`config.mk`:
```
export PLATFORM = sky130hd
export DESIGN_NAME = wb_cmd_master
export DESIGN_NICKNAME = d
export VERILOG_FILES = /design/src/rtl/wb_cmd_master.sv
export SDC_FILE = /design/constraint.sdc
export NUM_CORES = 1
export LEC_CHECK = 0
export ABC_AREA = 0
export ABC_CLOCK_PERIOD_IN_PS = 3100
export BUFFER_PORTS_ARGS = -buffer_cell sky130_fd_sc_hd__buf_2
export CAP_MARGIN = 30
export CORE_MARGIN = 10
export CORE_UTILIZATION = 50
export CTS_BUF_LIST = sky130_fd_sc_hd__clkbuf_8
export DETAILED_ROUTE_END_ITERATION = 7
export PLACE_DENSITY = 0.9
export SKIP_CTS_REPAIR_TIMING = 1
export SYNTH_ARGS = -nofsm -noshare
export SYNTH_HDL_FRONTEND = slang
export SYNTH_SLANG_ARGS = --single-unit
```
`constraint.sdc`:
```
create_clock -name sys_clk -period 3.1 [get_ports sys_clk]
set_clock_uncertainty 0.05 [all_clocks]
set_input_delay 0.155 -clock sys_clk [delete_from_list [all_inputs] [get_ports sys_clk]]
set_output_delay 0.155 -clock sys_clk [all_outputs]
set_load 0.005 [all_outputs]
```
`src/rtl/wb_cmd_master.sv`:
```
// Wishbone burst master: turns queued application commands into
// incrementing Wishbone bursts toward the SDRAM controller.
module wb_cmd_master #(
  parameter int dw     = 32,
  parameter int APP_AW = 26,
  parameter int TO_CYC = 255
) (
  input  logic              sys_clk,
  input  logic              wb_rst_i,
  input  logic              sdr_init_done,
  input  logic              req_valid,
  output logic              req_ready,
  input  logic              req_we,
  input  logic [APP_AW-1:0] req_addr,
  input  logic [dw/8-1:0]   req_sel,
  input  logic [3:0]        req_len,
  input  logic              wd_valid,
  input  logic [dw-1:0]     wd_data,
  output logic              wd_ready,
  output logic              rd_valid,
  output logic [dw-1:0]     rd_data,
  output logic              done,
  output logic              err,
  output logic              wb_cyc_i,
  output logic              wb_stb_i,
  output logic              wb_we_i,
  output logic [APP_AW-1:0] wb_addr_i,
  output logic [dw-1:0]     wb_dat_i,
  output logic [dw/8-1:0]   wb_sel_i,
  output logic [2:0]        wb_cti_i,
  input  logic              wb_ack_o,
  input  logic [dw-1:0]     wb_dat_o
);

  localparam logic [15:0]       TO_LAST = 16'(TO_CYC - 1);
  localparam logic [APP_AW-1:0] STEP    = APP_AW'(dw / 8);

  typedef enum logic [1:0] {
    INIT,
    IDLE,
    BUS,
    END
  } state_e;

  state_e              state_q;
  logic                we_q;
  logic [APP_AW-1:0]   addr_q;
  logic [dw/8-1:0]     sel_q;
  logic [3:0]          len_q;
  logic [3:0]          beat_q;
  logic [15:0]         to_q;
  logic                rd_valid_q;
  logic [dw-1:0]       rd_data_q;
  logic                done_q;
  logic                err_q;

  logic in_bus;
  logic beat;
  logic last;

  assign in_bus   = (state_q == BUS);
  assign wb_cyc_i = in_bus;
  assign wb_stb_i = in_bus & (we_q ? wd_valid : 1'b1);
  assign wb_we_i  = in_bus & we_q;
  assign wb_sel_i = in_bus ? sel_q : '0;
  assign wb_addr_i = addr_q;
  assign wb_dat_i = wd_data;
  assign beat     = wb_stb_i & wb_ack_o;
  assign last     = (beat_q == len_q - 4'd1);
  assign wb_cti_i = in_bus ? (last ? 3'b111 : 3'b010) : 3'b000;
  assign wd_ready = beat & we_q;
  assign req_ready = (state_q == IDLE) & sdr_init_done;

  assign rd_valid = rd_valid_q;
  assign rd_data  = rd_data_q;
  assign done     = done_q;
  assign err      = err_q;

  always_ff @(posedge sys_clk or posedge wb_rst_i) begin
    if (wb_rst_i) begin
      state_q    <= INIT;
      we_q       <= 1'b0;
      addr_q     <= '0;
      sel_q      <= '0;
      len_q      <= 4'd1;
      beat_q     <= '0;
      to_q       <= '0;
      rd_valid_q <= 1'b0;
      rd_data_q  <= '0;
      done_q     <= 1'b0;
      err_q      <= 1'b0;
    end else begin
      rd_valid_q <= 1'b0;
      done_q     <= 1'b0;
      err_q      <= 1'b0;
      unique case (state_q)
        INIT: begin
          if (sdr_init_done) state_q <= IDLE;
        end
        IDLE: begin
          if (!sdr_init_done) begin
            state_q <= INIT;
          end else if (req_valid) begin
            we_q    <= req_we;
            addr_q  <= req_addr;
            sel_q   <= req_sel;
            len_q   <= (req_len == 4'd0) ? 4'd1 : req_len;
            beat_q  <= '0;
            to_q    <= '0;
            state_q <= BUS;
          end
        end
        BUS: begin
          if (beat) begin
            to_q   <= '0;
            addr_q <= addr_q + STEP;
            if (!we_q) begin
              rd_valid_q <= 1'b1;
              rd_data_q  <= wb_dat_o;
            end
            if (last) begin
              state_q <= END;
              done_q  <= 1'b1;
            end else begin
              beat_q <= beat_q + 4'd1;
            end
          end else if (to_q == TO_LAST) begin
            // Slave stopped answering: abandon the rest of the burst.
            state_q <= END;
            done_q  <= 1'b1;
            err_q   <= 1'b1;
          end else begin
            to_q <= to_q + 16'd1;
          end
        end
        END: begin
          state_q <= IDLE;
        end
        default: state_q <= INIT;
      endcase
    end
  end

endmodule

```
Word level (Yosys, flattened, before mapping)
Cells that the tools add are included.

Bits in registers: 92. Latch bits: 0. RAM bits: 0. ROM bits: 0. Input bits: 105. Logic and storage cells: 79. Memories kept: 0.

Add/subtract/negate cells: 4. $mul: 0. Div/mod/pow operators: 0. Magnitude comparators: 0. Equal/unequal tests: 14. Shifts and indexed selects: 0. Muxes and demuxes: 35. Bitwise operators: 6. Reductions and logical operators: 9.

Operator list (count): 26-bit 2-to-1 mux (3); 16-bit 2-to-1 mux (4); 26-bit case mux with 2 select lines (1); 16-bit case mux with 2 select lines (1); 26-bit by 3-bit adder with 26-bit output (second input constant) (1); 4-bit 2-to-1 mux (6); 16-bit by 1-bit adder with 16-bit output (second input constant) (1); 16-bit by 8-bit == test with 1-bit output (second input constant) (1); 2-bit 2-to-1 mux (6); 4-bit AND reduction (3); 1-bit 2-to-1 mux (10); 2-bit != test (second input constant) (4); 2-bit case mux with 4 select lines (1); 4-bit case mux with 2 select lines (1); 3-bit 2-to-1 mux (2); 3-bit != test (second input constant) (2); 3-bit AND reduction (2); 1-bit bitwise AND (5); 5-bit AND reduction (1); 4-bit by 1-bit adder with 4-bit output (second input constant) (1); 2-bit == test (second input constant) (2); 4-bit == test (1); 4-bit logical NOT (1); 4-bit by 1-bit subtractor with 4-bit output (second input constant) (1); other kinds (7) (7).

Logic depth before layout (Yosys ltp)
Gate-level depths: netlist of the first run.

Depth in word-level cells: 5. Gate-level depth with buffers: 10.

Least setup slack after synthesis of the first run
Ideal clock, no wire load.

Path type: register -> register. Start point: register state_q[0]. End point: register to_q[3]. Library setup time: 67 ps. Arrival time: 2119 ps. Data required time: 2983 ps. Path slack: 864 ps. Stages on the path, launching flop included: 9. Buffers on the path: 1. Clock period less this slack: 2236 ps. Cells stage by stage: dfrtp_1 > inv_1 > ha_1 > buf_2 > clkinv_1 > a21oi_2 > nor2_1 > or4_2 > nand2_1.

Cells in the longest elaborated chain, start to end: 5. Elaborated cells on any way between the ends: 11.

RTL lines: start, declared (line 45) `state_e state_q;`; start signal, assigned (line 81) `state_q <= INIT;`; start signal, assigned (line 98) `if (sdr_init_done) state_q <= IDLE;`; start signal, assigned (line 102) `state_q <= INIT;`; 2-bit == test (*) (line 61) `assign in_bus = (state_q == BUS);`; net wb_cyc_i (line 24) `output logic wb_cyc_i,`; 1-bit bitwise AND (line 63) `assign wb_stb_i = in_bus & (we_q ? wd_valid : 1'b1);`; 1-bit bitwise AND (line 68) `assign beat = wb_stb_i & wb_ack_o;`; 3-bit != test (no line) or 16-bit 2-to-1 mux (tied branches); 4-bit AND reduction (no line) or 16-bit case mux with 2 select lines (tied branches); end signal, assigned (line 133) `to_q <= to_q + 16'd1;`; end, declared (line 51) `logic [15:0] to_q;`.

The timed path passes the listed nets; every way through them passes the cells marked *. A chain may end at the register's enable or synchronous reset.

Worst setup path after layout of the first run
Start point: register state_q[0]. End point: register rd_data_q[25], in the netlist rd_data[25].

Cells in the longest elaborated chain, start to end: 4.

RTL lines: 2-bit == test (*) (line 61, 96); 1-bit bitwise AND (line 63); 1-bit bitwise AND (line 68); 3-bit AND reduction (no line) (*); end signal, assigned (line 119) `rd_data_q <= wb_dat_o;`; end, declared (line 53) `logic [dw-1:0] rd_data_q;`.

Mark *: on every way between the ends. The rest lies on a longest branch, timed or not.

==> results of run 1 <==
[worst max-delay path, delay by kind of cell, from the launching register on]
kind,cells,cell delay [ns]
fa+ha+maj,1,0.38
buf+inv,2,0.93
flops,1,0.42
simple gates,4,0.99
[power breakdown]
group | internal, W | switching (W) | leakage [nW] | total (W)
Combinational | 0.000875 | 0.00114 | 1.74 | 0.00201
Clock | 0.000338 | 0.000438 | 0.0957 | 0.000775
Sequential | 0.00163 | 0.000414 | 1.16 | 0.00205
Total | 0.00284 | 0.00199 | 2.99 | 0.00483
[cells by family after synthesis]
group	count (synthesis)	synth area share, %
buffers and inverters	75	8.67
multiplexers	14	2.99
AO/OA/AOI/OAI	113	14.6
flip-flops	92	45.9
AND/OR/NAND/NOR	245	23.3
adder cells (fa/ha/maj)	10	2.49
XOR/XNOR	12	2.09
[metrics by stage]
step	total power [W]	instances	worst slack [ns]
final	0.00483	847	0.259
after floorplan	0.00324	561	0.505
after detailed placement	0.00399	789	0.367
after CTS	0.00476	805	0.353
after global routing	0.00519	847	0.0246
after global placement	0.00386	789	0.512
[registers in the layout, indices dropped and copies added, names as in the netlist]
| register | cells |
|---|---|
| sel_q | 4 |
| rd_valid | 1 |
| done | 1 |
| rd_data | 32 |
| to_q | 16 |
| len_q | 4 |
| we_q | 1 |
| wb_addr_i | 26 |
| err | 1 |
| beat_q | 4 |
| state_q | 2 |
[metal layers]
metal / part of all wire [%] / vias up / global-route usage [%] / wire length [µm]
met2: 50 / 256 / 31.8 / 7810
met4: 3.1 / 0 / 7.47 / 490
met5: 0 / - / 0 / 0
li1: - / 2228 / - / -
met3: 9.5 / 51 / 7.63 / 1500
met1: 38 / 2368 / 21.9 / 5920
[area by class of cell]
| type | count | area, µm² |
|---|---|---|
| Antenna cell | 1 | 2.50 |
| Clock buffer | 11 | 151 |
| Clock inverter | 5 | 35.0 |
| Fill cell | 777 | 3570 |
| Inverter | 18 | 68.8 |
| Multi-Input combinational cell | 394 | 2290 |
| Sequential cell | 92 | 2300 |
| Tap cell | 133 | 166 |
| Timing Repair Buffer | 193 | 1190 |
[worst paths after layout]
path	from	endpoint	slack [ns]	cells past startpoint
max in group asynchronous	wb_rst_i	len_q[0]$_DFFE_PP1P_	1.86	4
worst max register to register	state_q[0]$_DFFE_PP0P_	rd_data[25]$_DFFE_PP0P_	0.26	7
worst min-delay path	req_len[3]	len_q[3]$_DFFE_PP0P_	0.009	2
worst min register to register	rd_data[27]$_DFFE_PP0P_	rd_data[27]$_DFFE_PP0P_	0.44	2
worst max-delay path	state_q[0]$_DFFE_PP0P_	rd_data[25]$_DFFE_PP0P_	0.26	7
min in group asynchronous	wb_rst_i	rd_data[16]$_DFFE_PP0P_	0.28	3
[cells in the final DEF, fill, tap and decap left out, types with 11 or more instances in the layout]
cell type      count
nor3_1            15
nand4_1           11
nor2_1            20
clkbuf_8          11
dfrtp_1           91
dlygate4sd3_1     41
nand2_1          125
buf_2            145
o21ai_0           31
inv_1             16
a21oi_1           28
xnor2_1           11
nand3_1           27
==> results by group, run 1 <==
Global route
  – First-pass GRT wire length: 23300 µm
  – Number of antenna violations at the first check in global routing: 1
  – Largest net degree at the start of global routing: 51
  – Gr usage total: 19.2%
  – Vias in the first global route: 4750
  – Gr ovfl total: 0

Floorplan
  – Die ar.: 0.0145 mm²
  – Die width: 120 µm
  – Core footprint: 0.00977 mm²
  – IO Count: 210
  – Die height: 120 µm
  – Rows: 36
  – Initial Util: 51.4%

Setup path
  – CP dominant cell by count: nand2_1
  – Required time worst endpoint: 3.35 ns
  – CP Launch Type: flip-flop
  – Slowest CP cell: inv_1
  – Worst setup path class: flip-flop to flip-flop
  – Critical path cell sequence: inv_1 -> ha_2 -> nand2_1 -> or2_2 -> inv_1 -> nand2_1 -> nand2_1
  – CP max stage delay: 0.80 ns
  – Worst setup EP type: flip-flop
  – Critical Path AT: 3.09 ns
  – CP Max Fanout: 33

Place
  – Routability congestion estimate: 0.925
  – Port-buffer cells: 145
  – Placed Area: 0.00560 mm²
  – Final HPWL DP: 10600 µm

Timing
  – Unrepaired setup endpoints after global routing: no
  – Worst Tran Pin Value: 0.958 ns
  – Setup TNS: 0 ns
  – Worst hold slack: 0.00944 ns
  – Final setup fails: 0
  – Hold Violations, Final: 0
  – Max-slew violations: 0
  – Slew HR: 36.1%
  – Final period util: 91.7%
  – Fin crit period: 2.84 ns
  – Peak Freq: 352 MHz

Layout
  – Nets@finish: 823
  – Fraction of layout cells with a size suffix above 1: 27.6%
  – Syn-to-layout area delta: 23.5%
  – Fin util: 63.5%
  – Cell area after layout: 0.00620 mm²

Synth
  – Post-synthesis cell type count: 65
  – Post-synth EDFFs: 0
  – Syn. warnings: 0
  – Commonest cells in the netlist: 125 x nand2_1, 91 x dfrtp_1, 34 x buf_4
  – Top_reg_cell synth: dfrtp_1
  – Synthesized cell area: 0.00502 mm²
  – Post-synthesis cell count: 561
  – Synth async-reset ratio: 100%
  – Mapped Nets: 676
  – Top-count cell post-synth: nand2_1
  – Area contributors post-synth: dfrtp_1 45%, nand2_1 9.3%, buf_4 5.1%
  – Synth top area share: 45.3%
  – #FFs+latches synth: 92
  – Register area share after synthesis: 45.9%
  – Yosys top cell by area: dfrtp_1
  – Syn Area/Cell: 8.95 µm²

Clock tree
  – Clk root buf: clkbuf_8
  – Sinks on Clock Net: 92
  – Worst-Skew Late Latency: 0.36 ns
  – Cts bufs inserted: 9
  – TritonCTS clock tree: built
  – Worst-path clk slew: 0.09 ns
  – H-tree depth: 3
  – CTS max path bufs: 2

Routing
  – Final WL: 15700 µm
  – # DRC: 0
  – 1st-pass router iterations: 5
  – Vias: 4903
  – Wirelength per Cell: 18.6 µm
  – Routed vias/inst: 5.79
  – Final ANT Viol Nets: 0
  – Drt initial violations: 432

Run status
  – Status: completed

Pwr
  – PwrDens: 779 mW/mm²
  – LEAKAGE: 2.99 nW
  – Worst vdd ir: 0.484 mV

Run
  – Max_cap viols: 0

Hold path
  – HP Class: input pin to flip-flop
(Power assumes the default switching activity.)
==> run 2, diff against run 1 <==
--- a/config.mk
+++ b/config.mk
@@ -13,7 +13,8 @@
 export CORE_UTILIZATION = 50
 export CTS_BUF_LIST = sky130_fd_sc_hd__clkbuf_8
 export DETAILED_ROUTE_END_ITERATION = 7
-export PLACE_DENSITY = 0.9
+export PLACE_DENSITY = 0.83
+export RECOVER_POWER = 25
 export SKIP_CTS_REPAIR_TIMING = 1
 export SYNTH_ARGS = -nofsm -noshare
 export SYNTH_HDL_FRONTEND = slang
==> results by group, run 2 (same netlist as run 1, synthesis figures left out) <==
Hold path
  – Worst hold path endpoint: wb_addr_i[8]$_DFFE_PP0P_ (was len_q[3]$_DFFE_PP0P_)
  – HP Class: input pin to flip-flop (unchanged)
  – Hold depth: 3 (was 2)
  – Min-delay src: req_addr[8] (was req_len[3])

Layout
  – Reg area: 0.00230 mm² (unchanged)
  – Fraction of layout cells with a size suffix above 1: 26.6% (was 27.6%)
  – Most frequent cells in the layout: 136 x buf_2, 125 x nand2_1, 91 x dfrtp_1 (was 145 x buf_2, 125 x nand2_1, 91 x dfrtp_1)
  – Number of fillers in the final layout: 768 (was 777)
  – Fin util: 63.5% (about the same)
  – Most common cell after layout, fill and taps aside: buf_2 (unchanged)
  – Syn-to-layout area delta: 23.6% (was 23.5%)
  – Multi-input combinational cell area: 0.00229 mm² (unchanged)
  – Largest register FFs: 32 (unchanged)
  – Nets@finish: 825 (was 823)

Setup path
  – CP Max Fanout: 17 (was 33)
  – Critical Path AT: 2.86 ns (was 3.09 ns)
  – CP max stage delay: 0.44 ns (was 0.80 ns)
  – Worst setup path class: flip-flop to flip-flop (unchanged)
  – CP Launch Type: flip-flop (unchanged)
  – Slowest CP cell: o21a_1 (was inv_1)
  – Worst r2r src: state_q[0]$_DFFE_PP0P_ (unchanged)
  – R2r endpoint: wb_addr_i[19]$_DFFE_PP0P_ (was rd_data[25]$_DFFE_PP0P_)
  – R2R setup slack: 0.45 ns (was 0.26 ns)
  – Cell family with most CP delay: compound AO/OA/AOI/OAI gates (was simple AND/OR/NAND/NOR gates)
  – Required time worst endpoint: 3.32 ns (was 3.35 ns)
  – Crit path buf inv count: 2 (unchanged)
  – R2R depth: 8 (was 7)
  – Worst setup EP type: flip-flop (unchanged)
  – Critical path cell sequence: inv_1 -> ha_2 -> nand2_1 -> nor2_1 -> o21a_1 -> buf_4 -> o32ai_1 -> a311oi_1 (was inv_1 -> ha_2 -> nand2_1 -> or2_2 -> inv_1 -> nand2_1 -> nand2_1)

Place
  – Port-buffer cells: 145 (unchanged)
  – Final HPWL DP: 10600 µm (about the same)
  – Routability congestion estimate: 0.902 (was 0.925)

Global route
  – Number of antenna violations at the first check in global routing: 2 (was 1)
  – First-pass GRT wire length: 23200 µm (was 23300 µm)
  – Gr ovfl total: 0 (unchanged)
  – Largest net degree at the start of global routing: 51 (unchanged)
  – Gr usage total: 19.5% (was 19.2%)
  – Vias in the first global route: 4696 (was 4750)

Clock tree
  – TritonCTS clock tree: built (unchanged)
  – Cts bufs inserted: 9 (unchanged)
  – H-tree depth: 3 (unchanged)
  – CTS max path bufs: 2 (unchanged)
  – Sinks on Clock Net: 92 (unchanged)
  – Worst-Skew Late Latency: 0.36 ns (about the same)
  – Clk root buf: clkbuf_8 (unchanged)
  – Worst-path clk slew: 0.09 ns (about the same)

Floorplan
  – IO Count: 210 (unchanged)
  – Die width: 120 µm (unchanged)
  – Core footprint: 0.00977 mm² (unchanged)
  – Initial Util: 51.4% (unchanged)
  – Die height: 120 µm (unchanged)
  – Die ar.: 0.0145 mm² (unchanged)
  – Rows: 36 (unchanged)

Pwr
  – Worst vdd ir: 0.413 mV (was 0.484 mV)
  – PwrDens: 783 mW/mm² (was 779 mW/mm²)
  – LEAKAGE: 2.97 nW (was 2.99 nW)

Timing
  – Peak Freq: 378 MHz (was 352 MHz)
  – Worst Tran Pin Value: 1.37 ns (was 0.958 ns)
  – Final period util: 85.4% (was 91.7%)
  – Setup TNS: 0 ns (unchanged)
  – Fin crit period: 2.65 ns (was 2.84 ns)
  – Max-slew violations: 0 (unchanged)
  – Final setup fails: 0 (unchanged)
  – Slew HR: 7.85% (was 36.1%)
  – Unrepaired setup endpoints after global routing: no (unchanged)
  – Hold Violations, Final: 0 (unchanged)

Routing
  – Routed vias/inst: 5.66 (was 5.79)
  – Drt initial violations: 347 (was 432)
  – Wirelength per Cell: 18.1 µm (was 18.6 µm)
  – # DRC: 0 (unchanged)
  – 1st-pass router iterations: 5 (unchanged)
  – Final WL: 15300 µm (was 15700 µm)
  – Vias: 4806 (was 4903)
  – Final ANT Viol Nets: 0 (unchanged)

Run
  – Max_cap viols: 0 (unchanged)

Run status
  – Status: completed (unchanged)
==> run 2: cell types whose count changed in the layout (fill, tap and decap cells not counted), sizes merged <==
cell	before	now
clkbuf	11	18
buf	152	145
clkinvlp	1	2
bufinv	0	1
==> run 2: worst max path at each step <==
| stage | startpoint | end | cells after the start |
|---|---|---|---|
| 2_1_floorplan | wb_rst_i | beat_q[0]$_DFFE_PP0P_ | 1 |
| 3_3_place_gp | state_q[0]$_DFFE_PP0P_ | wb_addr_i[19]$_DFFE_PP0P_ | 8 |
| 3_5_place_dp | state_q[0]$_DFFE_PP0P_ | wb_addr_i[19]$_DFFE_PP0P_ | 8 |
| 4_1_cts | len_q[0]$_DFFE_PP1P_ | wb_cti_i[0] | 6 |
| 5_1_grt | state_q[0]$_DFFE_PP0P_ | wb_addr_i[19]$_DFFE_PP0P_ | 8 |
| 6_report | state_q[0]$_DFFE_PP0P_ | wb_addr_i[19]$_DFFE_PP0P_ | 8 |
==> run 2: cell type report <==
class	count	area share (%)
multi-input cells	394	36.8
clock inverters	7	1.07
well taps	133	2.68
repair buffers	195	19.2
flip-flops and latches	92	37.1
inverters	18	1.11
clock buffers	9	1.99
diodes	1	0.0403
==> run 2: report_power, final <==
part	internal, W	switching, W
sequential	0.00163	0.000418
clock	0.000370	0.000434
combinational	0.000873	0.00113
total	0.00287	0.00199
==> run 2: per-layer routing <==
layer	wire length, µm	GRT usage, %	vias to the layer above
met4	427	8.07	2
met2	7450	31.7	275
li1	-	-	2229
met5	7	0	-
met3	1780	7.82	56
met1	5680	22.6	2244
==> run 2: per-stage QoR <==
| stage | area (µm²) | setup WS, ns | total power [W] | std cells | hold slack [ns] |
|---|---|---|---|---|---|
| CTS | 5810 | 0.466 | 0.00482 | 807 | -0.235 |
| finish | 6210 | 0.454 | 0.00486 | 849 | 0.0187 |
| global placement | 5620 | 0.734 | 0.00389 | 791 | 0.158 |
| global route | 6210 | 0.288 | 0.00521 | 849 | 0.0133 |
| detailed placement | 5620 | 0.521 | 0.00400 | 791 | 0.171 |
| floorplan | 5020 | 0.505 | 0.00324 | 561 | 0.210 |
==> run 2: worst reg2reg max path, delay by kind of cell (launching register included) <==
| family | cells | cell delay, ns |
|---|---|---|
| buffers and inverters | 2 | 0.41 |
| DFF | 1 | 0.41 |
| adders and majority gates | 1 | 0.39 |
| and+or+nand+nor | 2 | 0.51 |
| AOI/OAI and AO/OA | 3 | 0.78 |
==> run 3, diff against run 2 <==
--- a/config.mk
+++ b/config.mk
@@ -5,7 +5,7 @@
 export SDC_FILE = /design/constraint.sdc
 export NUM_CORES = 1
 export LEC_CHECK = 0
-export ABC_AREA = 0
+export ABC_AREA = 1
 export ABC_CLOCK_PERIOD_IN_PS = 3100
 export BUFFER_PORTS_ARGS = -buffer_cell sky130_fd_sc_hd__buf_2
 export CAP_MARGIN = 30
@@ -13,7 +13,7 @@
 export CORE_UTILIZATION = 50
 export CTS_BUF_LIST = sky130_fd_sc_hd__clkbuf_8
 export DETAILED_ROUTE_END_ITERATION = 7
-export PLACE_DENSITY = 0.83
+export PLACE_DENSITY = 0.81
 export RECOVER_POWER = 25
 export SKIP_CTS_REPAIR_TIMING = 1
 export SYNTH_ARGS = -nofsm -noshare
==> results by group, run 3 <==
Place
  – Final HPWL DP: 11700 µm (was 10600 µm)
  – Port-buffer cells: 145 (unchanged)
  – Place WS: 0.842 ns (was 0.521 ns)
  – Placed Area: 0.00610 mm² (was 0.00562 mm²)
  – Routability congestion estimate: 0.902 (about the same)

Timing
  – Slew HR: -43.8% (was 7.85%)
  – Worst Tran Pin Value: 2.15 ns (was 1.37 ns)
  – Final setup fails: 0 (unchanged)
  – Peak Freq: 407 MHz (was 378 MHz)
  – Fin crit period: 2.46 ns (was 2.65 ns)
  – Final setup margin: 0.643 ns (was 0.454 ns)
  – Hold Violations, Final: 0 (unchanged)
  – Final period util: 79.3% (was 85.4%)
  – Unrepaired setup endpoints after global routing: no (unchanged)
  – Setup TNS: 0 ns (unchanged)
  – Max-slew violations: 51 (was 0)

Synth
  – Syn Area/Cell: 6.99 µm² (was 8.95 µm²)
  – Commonest cells in the netlist: 301 x nand2_1, 98 x nor2_1, 91 x dfrtp_1 (was 125 x nand2_1, 91 x dfrtp_1, 34 x buf_4)
  – Syn. warnings: 0 (unchanged)
  – Register area share after synthesis: 41.7% (was 45.9%)
  – Yosys top cell by area: dfrtp_1 (unchanged)
  – Area contributors post-synth: dfrtp_1 41%, nand2_1 20%, nor2_1 6.7% (was dfrtp_1 45%, nand2_1 9.3%, buf_4 5.1%)
  – Post-synth EDFFs: 0 (unchanged)
  – Post-synthesis cell count: 789 (was 561)
  – Top-count cell post-synth: nand2_1 (unchanged)
  – Synthesized cell area: 0.00552 mm² (was 0.00502 mm²)
  – #FFs+latches synth: 92 (unchanged)
  – Mapped Nets: 904 (was 676)
  – Synth async-reset ratio: 100% (unchanged)
  – Post-synthesis cell type count: 35 (was 65)
  – Synth top area share: 41.3% (was 45.3%)
  – Top_reg_cell synth: dfrtp_1 (unchanged)

Pwr
  – Worst vdd ir: 0.329 mV (was 0.413 mV)
  – Register share of total power: 42.2% (about the same)
  – Clock power frac: 16.2% (was 16.5%)
  – Logic pwr share: 41.6% (was 41.3%)
  – Switching pwr: 0.00213 W (was 0.00199 W)
  – Switching part of the total power: 44.2% (was 40.9%)
  – Int Power: 0.00268 W (was 0.00287 W)
  – LEAKAGE: 3.51 nW (was 2.97 nW)
  – Final total power: 0.00481 W (was 0.00486 W)
  – PwrDens: 724 mW/mm² (was 783 mW/mm²)

Floorplan
  – Die height: 125 µm (was 120 µm)
  – Die width: 125 µm (was 120 µm)
  – Rows: 38 (was 36)
  – Die ar.: 0.0156 mm² (was 0.0145 mm²)
  – IO Count: 210 (unchanged)
  – Core footprint: 0.0108 mm² (was 0.00977 mm²)
  – Initial Util: 50.9% (was 51.4%)

Run status
  – Status: complete, but fails checks (was completed)
  – Failing checks: max-capacitance violations, max-slew violations

Global route
  – Gr ovfl total: 0 (unchanged)
  – Gr usage total: 18.8% (was 19.5%)
  – Largest net degree at the start of global routing: 51 (unchanged)
  – First-pass GRT wire length: 25000 µm (was 23200 µm)
  – Number of antenna violations at the first check in global routing: 0 (was 2)
  – Vias in the first global route: 5040 (was 4696)

Setup path
  – Required time worst endpoint: 2.89 ns (was 3.32 ns)
  – Critical path cell sequence: inv_1 -> ha_2 -> buf_4 -> nand4_1 -> inv_1 -> buf_2 (was inv_1 -> ha_2 -> nand2_1 -> nor2_1 -> o21a_1 -> buf_4 -> o32ai_1 -> a311oi_1)
  – R2r endpoint: wb_addr_i[7]$_DFFE_PP0P_ (was wb_addr_i[19]$_DFFE_PP0P_)
  – CP Max Fanout: 49 (was 17)
  – CP Launch Type: flip-flop (unchanged)
  – R2R setup slack: 0.80 ns (was 0.45 ns)
  – CP dominant cell by count: inv_1
  – Critical Path AT: 2.25 ns (was 2.86 ns)
  – CP max stage delay: 0.47 ns (was 0.44 ns)
  – Worst setup EP type: primary output (was flip-flop)
  – Worst setup path class: flip-flop to primary output (was flip-flop to flip-flop)
  – R2R depth: 8 (unchanged)
  – Slowest CP cell: buf_4 (was o21a_1)
  – Worst r2r src: state_q[0]$_DFFE_PP0P_ (unchanged)

Layout
  – Most frequent cells in the layout: 301 x nand2_1, 112 x buf_2, 98 x nor2_1 (was 136 x buf_2, 125 x nand2_1, 91 x dfrtp_1)
  – Syn-to-layout area delta: 20.4% (was 23.6%)
  – Fraction of layout cells with a size suffix above 1: 16.8% (was 26.6%)
  – Cell area after layout: 0.00665 mm² (was 0.00621 mm²)
  – Ant. Diodes: 0 (was 1)
  – Most common cell after layout, fill and taps aside: nand2_1 (was buf_2)
  – Nets@finish: 1052 (was 825)
  – Largest register FFs: 32 (unchanged)
  – Number of fillers in the final layout: 974 (was 768)

Clock tree
  – Worst-Skew Late Latency: 0.37 ns (was 0.36 ns)
  – Sinks on Clock Net: 92 (unchanged)
  – Clk root buf: clkbuf_8 (unchanged)
  – H-tree depth: 3 (unchanged)
  – Worst-path clk slew: 0.11 ns (was 0.09 ns)
  – TritonCTS clock tree: built (unchanged)
  – Cts bufs inserted: 9 (unchanged)
  – CTS max path bufs: 2 (unchanged)

Routing
  – Final WL: 16300 µm (was 15300 µm)
  – Final ANT Viol Nets: 0 (unchanged)
  – 1st-pass router iterations: 5 (unchanged)
  – # DRC: 0 (unchanged)
  – Vias: 5481 (was 4806)
  – Drt initial violations: 501 (was 347)
  – Routed vias/inst: 5.07 (was 5.66)
  – Wirelength per Cell: 15.0 µm (was 18.1 µm)

Run
  – Max_cap viols: 1 (was 0)

Hold path
  – HP Class: input pin to flip-flop (unchanged)
  – Hold depth: 3 (unchanged)
  – Min-delay src: req_len[1] (was req_addr[8])
  – Worst hold path endpoint: len_q[1]$_DFFE_PP0P_ (was wb_addr_i[8]$_DFFE_PP0P_)
==> run 3: changes by cell type after synthesis, sizes merged, moves of 10 or more <==
cell,delta
a21oi,-15
and2,-11
buf,+10
clkbuf,-11
inv,+58
nand2,+179
nand3,+19
nor2,+83
nor3,-10
xnor2,-10
==> run 3: how the worst max path moves through the flow <==
| stage | start | end | slack (ns) |
|---|---|---|---|
| floorplan | wb_rst_i | beat_q[0]$_DFFE_PP0P_ | 0.50 |
| global placement | state_q[0]$_DFFE_PP0P_ | wb_addr_i[4]$_DFFE_PP0P_ | 0.99 |
| detailed placement | state_q[0]$_DFFE_PP0P_ | wb_addr_i[7]$_DFFE_PP0P_ | 0.84 |
| CTS | state_q[0]$_DFFE_PP0P_ | wb_cti_i[2] | 0.63 |
| global route | state_q[0]$_DFFE_PP0P_ | wb_cti_i[2] | 0.46 |
| finish | state_q[0]$_DFFE_PP0P_ | wb_cti_i[2] | 0.64 |
==> run 3: cell families after synthesis <==
logic type | count (synthesis) | share of synthesized area (%)
AOI/OAI and AO/OA | 63 | 6.30
muxes | 5 | 1.02
buffers and inverters | 131 | 12.0
xor gates and xnor gates | 7 | 1.11
adders and majority gates | 10 | 2.27
DFF | 92 | 41.7
and+or+nand+nor | 481 | 35.6
==> run 3: layout make-up <==
class | count | area, µm² | area share, %
clock buffers | 9 | 124 | 1.86
clock inverters | 7 | 57.6 | 0.866
inverters | 75 | 283 | 4.25
multi-input cells | 566 | 2560 | 38.5
flip-flops and latches | 92 | 2300 | 34.7
well taps | 140 | 175 | 2.64
repair buffers | 193 | 1150 | 17.3
==> run 3: per-layer routing <==
layer  vias up  GRT usage [%]  part of all wire, %
met4         0           5.56                  1.4
li1       2723              -                    -
met3        25           4.10                  9.0
met2       250           29.3                   46
met5         -              0                    0
met1      2483           25.5                   44
==> run 3: critical path, delay by kind of cell (launching register included) <==
| kind | cells | cell delay, ns |
|---|---|---|
| buffers and inverters | 4 | 0.86 |
| adder cells (fa/ha/maj) | 1 | 0.33 |
| AND/OR/NAND/NOR | 1 | 0.24 |
| flip-flops | 1 | 0.44 |
==> run 3: power by group through the flow <==
| stage | Clock [W] | Combinational, W | Sequential, W |
|---|---|---|---|
| 2_1_floorplan | 0 | 0.00130 | 0.00199 |
| 3_3_place_gp | 0 | 0.00195 | 0.00201 |
| 3_5_place_dp | 0 | 0.00200 | 0.00203 |
| 4_1_cts | 0.000789 | 0.00201 | 0.00201 |
| 5_1_grt | 0.000835 | 0.00231 | 0.00210 |
| 6_report | 0.000779 | 0.00200 | 0.00203 |
==> run 3: per-stage QoR <==
stage	std cells	hold slack, ns	util (%)
2_1_floorplan	789	0.222	-
3_3_place_gp	1025	0.260	56.2
3_5_place_dp	1025	0.260	56.2
4_1_cts	1041	-0.108	57.9
5_1_grt	1082	0.0302	61.3
6_report	1082	0.0135	61.3
